`config.mk`:
```
export PLATFORM = sky130hd
export DESIGN_NAME = fpu_div_nr_seq_flat
export DESIGN_NICKNAME = d
export VERILOG_FILES = /design/src/rtl/fpu_div_nr_seq_if.sv /design/src/rtl/fpu_div_nr_seq.sv /design/src/flat_wrapper.sv
export SDC_FILE = /design/constraint.sdc
export NUM_CORES = 2
export LEC_CHECK = 0
export BUFFER_PORTS_ARGS = -buffer_cell sky130_fd_sc_hd__buf_2
export CAP_MARGIN = 25
export CORE_MARGIN = 1.5
export CORE_UTILIZATION = 56
export CTS_BUF_LIST = sky130_fd_sc_hd__clkbuf_8
export DETAILED_ROUTE_END_ITERATION = 12
export GPL_TIMING_DRIVEN = 0
export HOLD_SLACK_MARGIN = 0.06
export PLACE_DENSITY = 0.76
export SLEW_MARGIN = 20
export SYNTH_ARGS = -nofsm -noshare
export SYNTH_HDL_FRONTEND = slang
export SYNTH_SLANG_ARGS = --single-unit
```
`constraint.sdc`:
```
create_clock -name clk -period 16.08 [get_ports clk]
set_clock_uncertainty 0.2 [all_clocks]
set_input_delay 0.804 -clock clk [delete_from_list [all_inputs] [get_ports clk]]
set_output_delay 0.804 -clock clk [all_outputs]
set_load 0.03 [all_outputs]
```
`src/rtl/fpu_div_nr_seq_if.sv`:
```
// fpu_div_nr_seq_if: operand/result valid-ready bus for the sequential binary32 divider
interface fpu_div_nr_seq_if;
    logic        in_valid;
    logic        in_ready;
    logic [31:0] in_a;
    logic [31:0] in_b;
    logic        out_valid;
    logic        out_ready;
    logic [31:0] out_q;
    logic [4:0]  out_flags;
    modport master (output in_valid, in_a, in_b, out_ready, input in_ready, out_valid, out_q, out_flags);
    modport slave  (input in_valid, in_a, in_b, out_ready, output in_ready, out_valid, out_q, out_flags);
endinterface

```
`src/rtl/fpu_div_nr_seq.sv`:
```
// fpu_div_nr_seq: sequential binary32 A/B via Newton-Raphson reciprocal; one shared multiplier and adder.
// Define FPU_DIV_EXC_EN for full IEEE special-operand handling and exception flags.
module fpu_div_nr_seq #(
    parameter int NR_ITERS = 3
) (
    input logic clk,
    input logic rst_n,
    fpu_div_nr_seq_if.slave bus
);
    typedef enum logic [3:0] {
        S_IDLE, S_SPECIAL, S_SEED_MUL, S_SEED_ADD, S_IT_MUL, S_IT_SUB, S_IT_MUL2, S_FIN_MUL, S_DONE
    } state_t;

    localparam logic [31:0] C_K1   = 32'h3FF0F0F1;
    localparam logic [31:0] C_K2   = 32'h4034B4B5;
    localparam logic [31:0] C_TWO  = 32'h40000000;
    localparam logic [2:0]  C_LAST = 3'(NR_ITERS - 1);
    localparam logic [2:0]  C_SAT  = 3'(NR_ITERS);

    generate
        if (NR_ITERS < 1 || NR_ITERS > 4) begin : g_bad_iters
            $error("fpu_div_nr_seq: NR_ITERS must be in 1..4");
        end
    endgenerate

    // Normal-operand multiply, round to nearest even; operands here never leave the normal range.
    function automatic logic [31:0] fmul(input logic [31:0] a, input logic [31:0] b);
        logic [47:0] prod;
        logic [9:0]  e;
        logic [22:0] m;
        logic        g;
        logic        st;
        prod = {24'b0, 1'b1, a[22:0]} * {24'b0, 1'b1, b[22:0]};
        e    = {2'b0, a[30:23]} + {2'b0, b[30:23]} - 10'd127 + {9'b0, prod[47]};
        m    = prod[47] ? prod[46:24] : prod[45:23];
        g    = prod[47] ? prod[23] : prod[22];
        st   = prod[47] ? |prod[22:0] : |prod[21:0];
        return {a[31] ^ b[31], e[7:0], m} + {31'b0, g & (st | m[0])};
    endfunction

    // Normal-operand add/subtract, round to nearest even; the mantissa carry ripples into the exponent.
    function automatic logic [31:0] fadd(input logic [31:0] a, input logic [31:0] b);
        logic [31:0] x;
        logic [31:0] y;
        logic [7:0]  d;
        logic [49:0] ys;
        logic [27:0] r;
        logic [27:0] n;
        logic [4:0]  p;
        logic [9:0]  e;
        logic [22:0] m;
        logic        g;
        logic        st;
        {x, y} = (a[30:0] >= b[30:0]) ? {a, b} : {b, a};
        d  = x[30:23] - y[30:23];
        ys = {2'b01, y[22:0], 25'b0} >> ((d > 8'd48) ? 8'd48 : d);
        r  = (x[31] ^ y[31]) ? {2'b01, x[22:0], 3'b0} - {ys[49:23], |ys[22:0]}
                             : {2'b01, x[22:0], 3'b0} + {ys[49:23], |ys[22:0]};
        p  = 5'd0;
        for (int i = 0; i < 28; i++) if (r[i]) p = 5'(i);
        n  = r << (5'd27 - p);
        e  = {2'b0, x[30:23]} + {5'b0, p} - 10'd26;
        m  = n[26:4];
        g  = n[3];
        st = |n[2:0];
        return (r == 28'b0) ? 32'b0 : {x[31], e[7:0], m} + {31'b0, g & (st | m[0])};
    endfunction

    state_t      r_state, w_next;
    logic        r_sign;
    logic [7:0]  r_ea, r_eb;
    logic [31:0] r_ma, r_mb, r_x, r_t, r_q;
    logic [4:0]  r_flags;
    logic [2:0]  r_it;

    logic [31:0] w_mul_a, w_mul_b, w_mul, w_add_a, w_add_b, w_add;
    logic signed [9:0] w_qe;
    logic [31:0] w_fin_q, w_spec_q;
    logic [4:0]  w_fin_f, w_spec_f;
    logic        w_in_spec;

    assign w_mul_a = (r_state == S_IT_MUL2) ? r_x : (r_state == S_FIN_MUL) ? r_ma : r_mb;
    assign w_mul_b = (r_state == S_SEED_MUL) ? C_K1 : (r_state == S_IT_MUL2) ? r_t : r_x;
    assign w_add_a = (r_state == S_SEED_ADD) ? C_K2 : C_TWO;
    assign w_add_b = (r_state == S_SEED_ADD) ? {1'b1, r_t[30:0]} : {~r_t[31], r_t[30:0]};
    assign w_mul   = fmul(w_mul_a, w_mul_b);
    assign w_add   = fadd(w_add_a, w_add_b);

    // p = mA*x lies in (1,4); its exponent carries the extra factor of two relative to the quotient.
    assign w_qe    = $signed({2'b0, w_mul[30:23]} + {2'b0, r_ea} - {2'b0, r_eb} - 10'd1);
    assign w_fin_q = (w_qe < 10'sd1)   ? {r_sign, 31'b0} :
                     (w_qe > 10'sd254) ? {r_sign, 8'hFF, 23'b0} : {r_sign, w_qe[7:0], w_mul[22:0]};

`ifdef FPU_DIV_EXC_EN
    logic w_a_zero, w_b_zero, w_a_inf, w_b_inf, w_a_nan, w_b_nan, w_nv;
    // Subnormals share exponent 0 with zero, so they are flushed by this classification.
    assign w_in_spec = (bus.in_a[30:23] == 8'h00) | (bus.in_a[30:23] == 8'hFF) |
                       (bus.in_b[30:23] == 8'h00) | (bus.in_b[30:23] == 8'hFF);
    assign w_a_zero  = r_ea == 8'h00;
    assign w_b_zero  = r_eb == 8'h00;
    assign w_a_inf   = (r_ea == 8'hFF) & ~|r_ma[22:0];
    assign w_b_inf   = (r_eb == 8'hFF) & ~|r_mb[22:0];
    assign w_a_nan   = (r_ea == 8'hFF) & |r_ma[22:0];
    assign w_b_nan   = (r_eb == 8'hFF) & |r_mb[22:0];
    assign w_nv      = w_a_nan | w_b_nan | (w_a_zero & w_b_zero) | (w_a_inf & w_b_inf);
    assign w_spec_q  = w_nv ? 32'h7FC00000 : (w_a_inf | w_b_zero) ? {r_sign, 8'hFF, 23'b0} : {r_sign, 31'b0};
    assign w_spec_f  = w_nv ? 5'b10000 : (w_b_zero & ~w_a_inf) ? 5'b01000 : 5'b00000;
    assign w_fin_f   = (w_qe < 10'sd1) ? 5'b00011 : (w_qe > 10'sd254) ? 5'b00101 : 5'b00000;
`else
    assign w_in_spec = (bus.in_a[30:23] == 8'h00) | (bus.in_b[30:23] == 8'h00);
    assign w_spec_q  = 32'h00000000;
    assign w_spec_f  = 5'b00000;
    assign w_fin_f   = 5'b00000;
`endif

    // State register
    always_ff @(posedge clk or negedge rst_n) begin
        if (!rst_n) r_state <= S_IDLE;
        else        r_state <= w_next;
    end

    // Next-state: fixed one-cycle steps, loop over iterations until the counter reaches the last one
    always_comb begin
        w_next = r_state;
        case (r_state)
            S_IDLE:     w_next = bus.in_valid ? (w_in_spec ? S_SPECIAL : S_SEED_MUL) : S_IDLE;
            S_SPECIAL:  w_next = S_DONE;
            S_SEED_MUL: w_next = S_SEED_ADD;
            S_SEED_ADD: w_next = S_IT_MUL;
            S_IT_MUL:   w_next = S_IT_SUB;
            S_IT_SUB:   w_next = S_IT_MUL2;
            S_IT_MUL2:  w_next = (r_it == C_LAST) ? S_FIN_MUL : S_IT_MUL;
            S_FIN_MUL:  w_next = S_DONE;
            S_DONE:     w_next = bus.out_ready ? S_IDLE : S_DONE;
            default:    w_next = S_IDLE;
        endcase
    end

    // Outputs: handshakes decoded from state, result held in registers
    always_comb begin
        bus.in_ready  = r_state == S_IDLE;
        bus.out_valid = r_state == S_DONE;
        bus.out_q     = r_q;
        bus.out_flags = r_flags;
    end

    // Datapath: operand capture, shared-unit writeback per state, result packing
    always_ff @(posedge clk or negedge rst_n) begin
        if (!rst_n) begin
            r_sign  <= 1'b0;
            r_ea    <= 8'h00;
            r_eb    <= 8'h00;
            r_ma    <= 32'h0;
            r_mb    <= 32'h0;
            r_x     <= 32'h0;
            r_t     <= 32'h0;
            r_it    <= 3'd0;
            r_q     <= 32'h0;
            r_flags <= 5'h0;
        end else begin
            if (r_state == S_IDLE && bus.in_valid) begin
                r_sign <= bus.in_a[31] ^ bus.in_b[31];
                r_ea   <= bus.in_a[30:23];
                r_eb   <= bus.in_b[30:23];
                r_ma   <= {1'b0, 8'd127, bus.in_a[22:0]};
                r_mb   <= {1'b0, 8'd126, bus.in_b[22:0]};
                r_it   <= 3'd0;
            end
            if (r_state == S_SEED_MUL || r_state == S_IT_MUL) r_t <= w_mul;
            if (r_state == S_IT_SUB) r_t <= w_add;
            if (r_state == S_SEED_ADD) r_x <= w_add;
            if (r_state == S_IT_MUL2) begin
                r_x  <= w_mul;
                r_it <= (r_it == C_SAT) ? r_it : r_it + 3'd1;
            end
            if (r_state == S_FIN_MUL) {r_q, r_flags} <= {w_fin_q, w_fin_f};
            if (r_state == S_SPECIAL) {r_q, r_flags} <= {w_spec_q, w_spec_f};
        end
    end
endmodule
```
`src/flat_wrapper.sv`:
```
// flat-port wrapper written by rule: the top's interface ports become plain ports
module fpu_div_nr_seq_flat 
#(
    parameter int NR_ITERS = 3
)
  (clk, rst_n, bus_in_valid, bus_in_a, bus_in_b, bus_out_ready, bus_in_ready, bus_out_valid, bus_out_q, bus_out_flags);
  fpu_div_nr_seq_if bus_i ();
  input logic clk;
  input logic rst_n;
  input wire logic [$bits(bus_i.in_valid)-1:0] bus_in_valid;
  input wire logic [$bits(bus_i.in_a)-1:0] bus_in_a;
  input wire logic [$bits(bus_i.in_b)-1:0] bus_in_b;
  input wire logic [$bits(bus_i.out_ready)-1:0] bus_out_ready;
  output wire logic [$bits(bus_i.in_ready)-1:0] bus_in_ready;
  output wire logic [$bits(bus_i.out_valid)-1:0] bus_out_valid;
  output wire logic [$bits(bus_i.out_q)-1:0] bus_out_q;
  output wire logic [$bits(bus_i.out_flags)-1:0] bus_out_flags;
  assign bus_i.in_valid = bus_in_valid;
  assign bus_i.in_a = bus_in_a;
  assign bus_i.in_b = bus_in_b;
  assign bus_i.out_ready = bus_out_ready;
  assign bus_in_ready = bus_i.in_ready;
  assign bus_out_valid = bus_i.out_valid;
  assign bus_out_q = bus_i.out_q;
  assign bus_out_flags = bus_i.out_flags;
  fpu_div_nr_seq #(.NR_ITERS(NR_ITERS)) u_core (.clk(clk), .rst_n(rst_n), .bus(bus_i));
endmodule
```
==> summary.txt <==
initial antenna violation count = 0
EDFF count, synth = 0
most numerous cell in the Yosys netlist = nand2_1
core area = 64,600 um^2
worst hold path class = flop to flop
GRT busiest layer = met2
hold violation count in the final report = 0
largest net degree at the start of global routing = 95
Critical Path Start Type = flop
Synth area leader = fa_1
Ports = 107
GR Overflow Total = 0
H-Tree Depth = 4
DR vias/cell = 6.31
Area contributors post-synth = fa_1 27%, dfrtp_1 11%, ha_1 9.1%, nand2_1 7.3%, inv_1 6.4%
First DRT Iteration DRCs = 3,747
met1 global-route usage = 50.1%
DRC Markers = 0
WHS = 288 ps
register area share after synthesis = 11.4%
CP peak stage delay = 550 ps
clock latency on the worst-skew pair = 480 ps
final setup violation count = 0
via count = 34,896
met2 Usage GRT = 60.9%
Setup TNS = 0 ps
CTS tree = yes
worst slew pin tran = 1120 ps
crit-path max FO = 10
GPL Wtd Cong = 1.05
Max Clk Rate = 64.2 MHz
Final Max Tran Viols = 0
final antenna-violating net count = 0
FP Rows = 93
CTS buffer count = 17
Post-synth top cells = 711 x nand2_1, 629 x inv_1, 487 x fa_1
status = finished, final reports clean
Req. time, crit path = 16,230 ps
Global Route Usage Sum = 38.9%
PortBufs = 101
Post-Synthesis Cells = 4,501
grt met3 use = 8.31%
die height = 259 um
top-area cell type share of the netlist area = 26.6%
Final min period = 15,580 ps
critical path's slowest cell = fa_1
first-pass GRT wire length = 200 mm
Clock Pin Slew Worst Setup and Hold Paths = 90 ps
Cell variety after synth = 119
start-to-end type of the worst setup path = flop to flop
starting density of the core = 56.7%
Die Area = 67,000 um^2
dpl hpwl = 106 mm
DRT Pass-1 Iters = 6
final wirelength = 130 mm
Main synth FF type = dfrtp_1
CTS sink cnt = 167
mean area per synthesized cell = 8.14 um^2
share of layout cells above drive strength 1 = 11.8%
fin crit share = 96.9%
asr flop ratio synth = 100%
maxcap violations = 0
Slew HR = 25.2%
Die Width = 259 um
synth-to-layout area growth = 8.78%
Max clock buf depth = 2
Critical Path AT = 15,740 ps
Final nets = 5,481
total number of yosys warnings = 0
flops & latches, synth = 167
Setup crit end kind = flop
final core occ = 61.7%
vias in the first global route = 34,313
routed len/inst = 23.5 um
CP most frequent cell = fa_1
Cell Area, Synth = 36,600 um^2
Root Buffer = clkbuf_8
==> layout by cell type, fill, tap and decap left out, types with 53 or more instances in the layout <==
| cell | Yosys | layout |
|---|---|---|
| nand2_1 | 711 | 708 |
| inv_1 | 629 | 621 |
| fa_1 | 487 | 487 |
| nor2_1 | 374 | 371 |
| ha_1 | 268 | 266 |
| dfrtp_1 | 167 | 165 |
| a21oi_1 | 171 | 155 |
| o21ai_0 | 143 | 137 |
| buf_2 | 20 | 126 |
| clkbuf_1 | 181 | 115 |
| xnor2_1 | 106 | 104 |
| nand3_1 | 106 | 96 |
| mux2_2 | 85 | 85 |
| mux2i_1 | 93 | 80 |
| nor3_1 | 71 | 68 |
| buf_4 | 15 | 61 |
| xor2_1 | 61 | 59 |
| a21o_1 | 53 | 53 |
==> path summary, 6_finish.rpt <==
check / startpoint / to / slack [ps] / cells past startpoint
min in group asynchronous: rst_n / u_core.r_mb[15] / 530 / 2
worst min-delay path: u_core.r_it[2] / u_core.r_it[2] / 290 / 2
worst max-delay path: u_core.r_state[0] / u_core.bus.out_q[10] / 500 / 67
worst max register to register: u_core.r_state[0] / u_core.bus.out_q[10] / 500 / 67
max in group asynchronous: rst_n / u_core.r_x[16] / 14130 / 4
worst min register to register: u_core.r_it[2] / u_core.r_it[2] / 290 / 2
==> critical path, delay by kind of cell, from the launching register on <==
| kind | cells | cell delay [ps] |
|---|---|---|
| adder cells (fa/ha/maj) | 11 | 5010 |
| multiplexers | 1 | 210 |
| AND/OR/NAND/NOR | 18 | 2990 |
| AO/OA/AOI/OAI | 22 | 3960 |
| buffers and inverters | 12 | 2100 |
| flip-flops | 1 | 370 |
| XOR/XNOR | 3 | 590 |
==> state kept, by name (all words and copies together) (netlist names) <==
name              count
u_core.r_ma          24
u_core.r_t           32
u_core.r_state        4
u_core.r_mb          23
u_core.r_it           3
u_core.r_x           32
u_core.bus.out_q     32
u_core.r_ea           8
u_core.r_eb           8
u_core.r_sign         1
==> through the flow <==
| step | instances | cell area, um^2 | setup WS, ps |
|---|---|---|---|
| after floorplan | 4505 | 36700 | 1070 |
| final | 5527 | 39900 | 498 |
| after global routing | 5526 | 39900 | -174 |
| after CTS | 5503 | 39200 | 0.524 |
| after detailed placement | 5469 | 38400 | -3460 |
| after global placement | 5461 | 38200 | -3450 |
==> layer usage <==
layer / share of wire [%] / vias up
met5: 0 / -
met2: 45 / 2167
li1: - / 15212
met4: 6.6 / 0
met1: 37 / 17008
met3: 11 / 509
==> cell type report <==
| cell class | count | area (um^2) |
|---|---|---|
| inverter | 639 | 2450 |
| clock inverter | 14 | 131 |
| tap | 855 | 1070 |
| fill | 5709 | 24700 |
| antenna | 1 | 2.50 |
| timing repair buffer | 144 | 928 |
| multi-input combinational | 3460 | 29700 |
| buffer | 229 | 1190 |
| sequential | 167 | 4180 |
| clock buffer | 18 | 248 |
==> logic make-up (layout without fill, tap and decap cells) <==
| logic type | Yosys count | count (layout) | share of synthesized area, % |
|---|---|---|---|
| AO/OA/AOI/OAI | 820 | 820 | 15.4 |
| XOR/XNOR | 168 | 168 | 4.04 |
| adder cells (fa/ha/maj) | 755 | 755 | 35.8 |
| buffers and inverters | 878 | 1044 | 9.39 |
| flip-flops | 167 | 167 | 11.4 |
| multiplexers | 181 | 181 | 5.28 |
| other | 1 | 6 | 0.0102 |
| AND/OR/NAND/NOR | 1531 | 1531 | 18.8 |
==> timing repair <==
| action | 4_1_cts | 5_1_grt |
|---|---|---|
| gates resized for setup | 128 | 181 |
| pin swaps | 3 | 14 |
| hold buffers | 1 | 0 |
| setup endpoints to repair | 31 | 31 |
| buffers inserted | 6 | 27 |
| cloned | 0 | 0 |
| hold endpoints to repair | 11 | 0 |
Power is left out: the tool's default activity adds up to more than one toggle a clock period on the data nets, which glitch-free logic cannot reach.
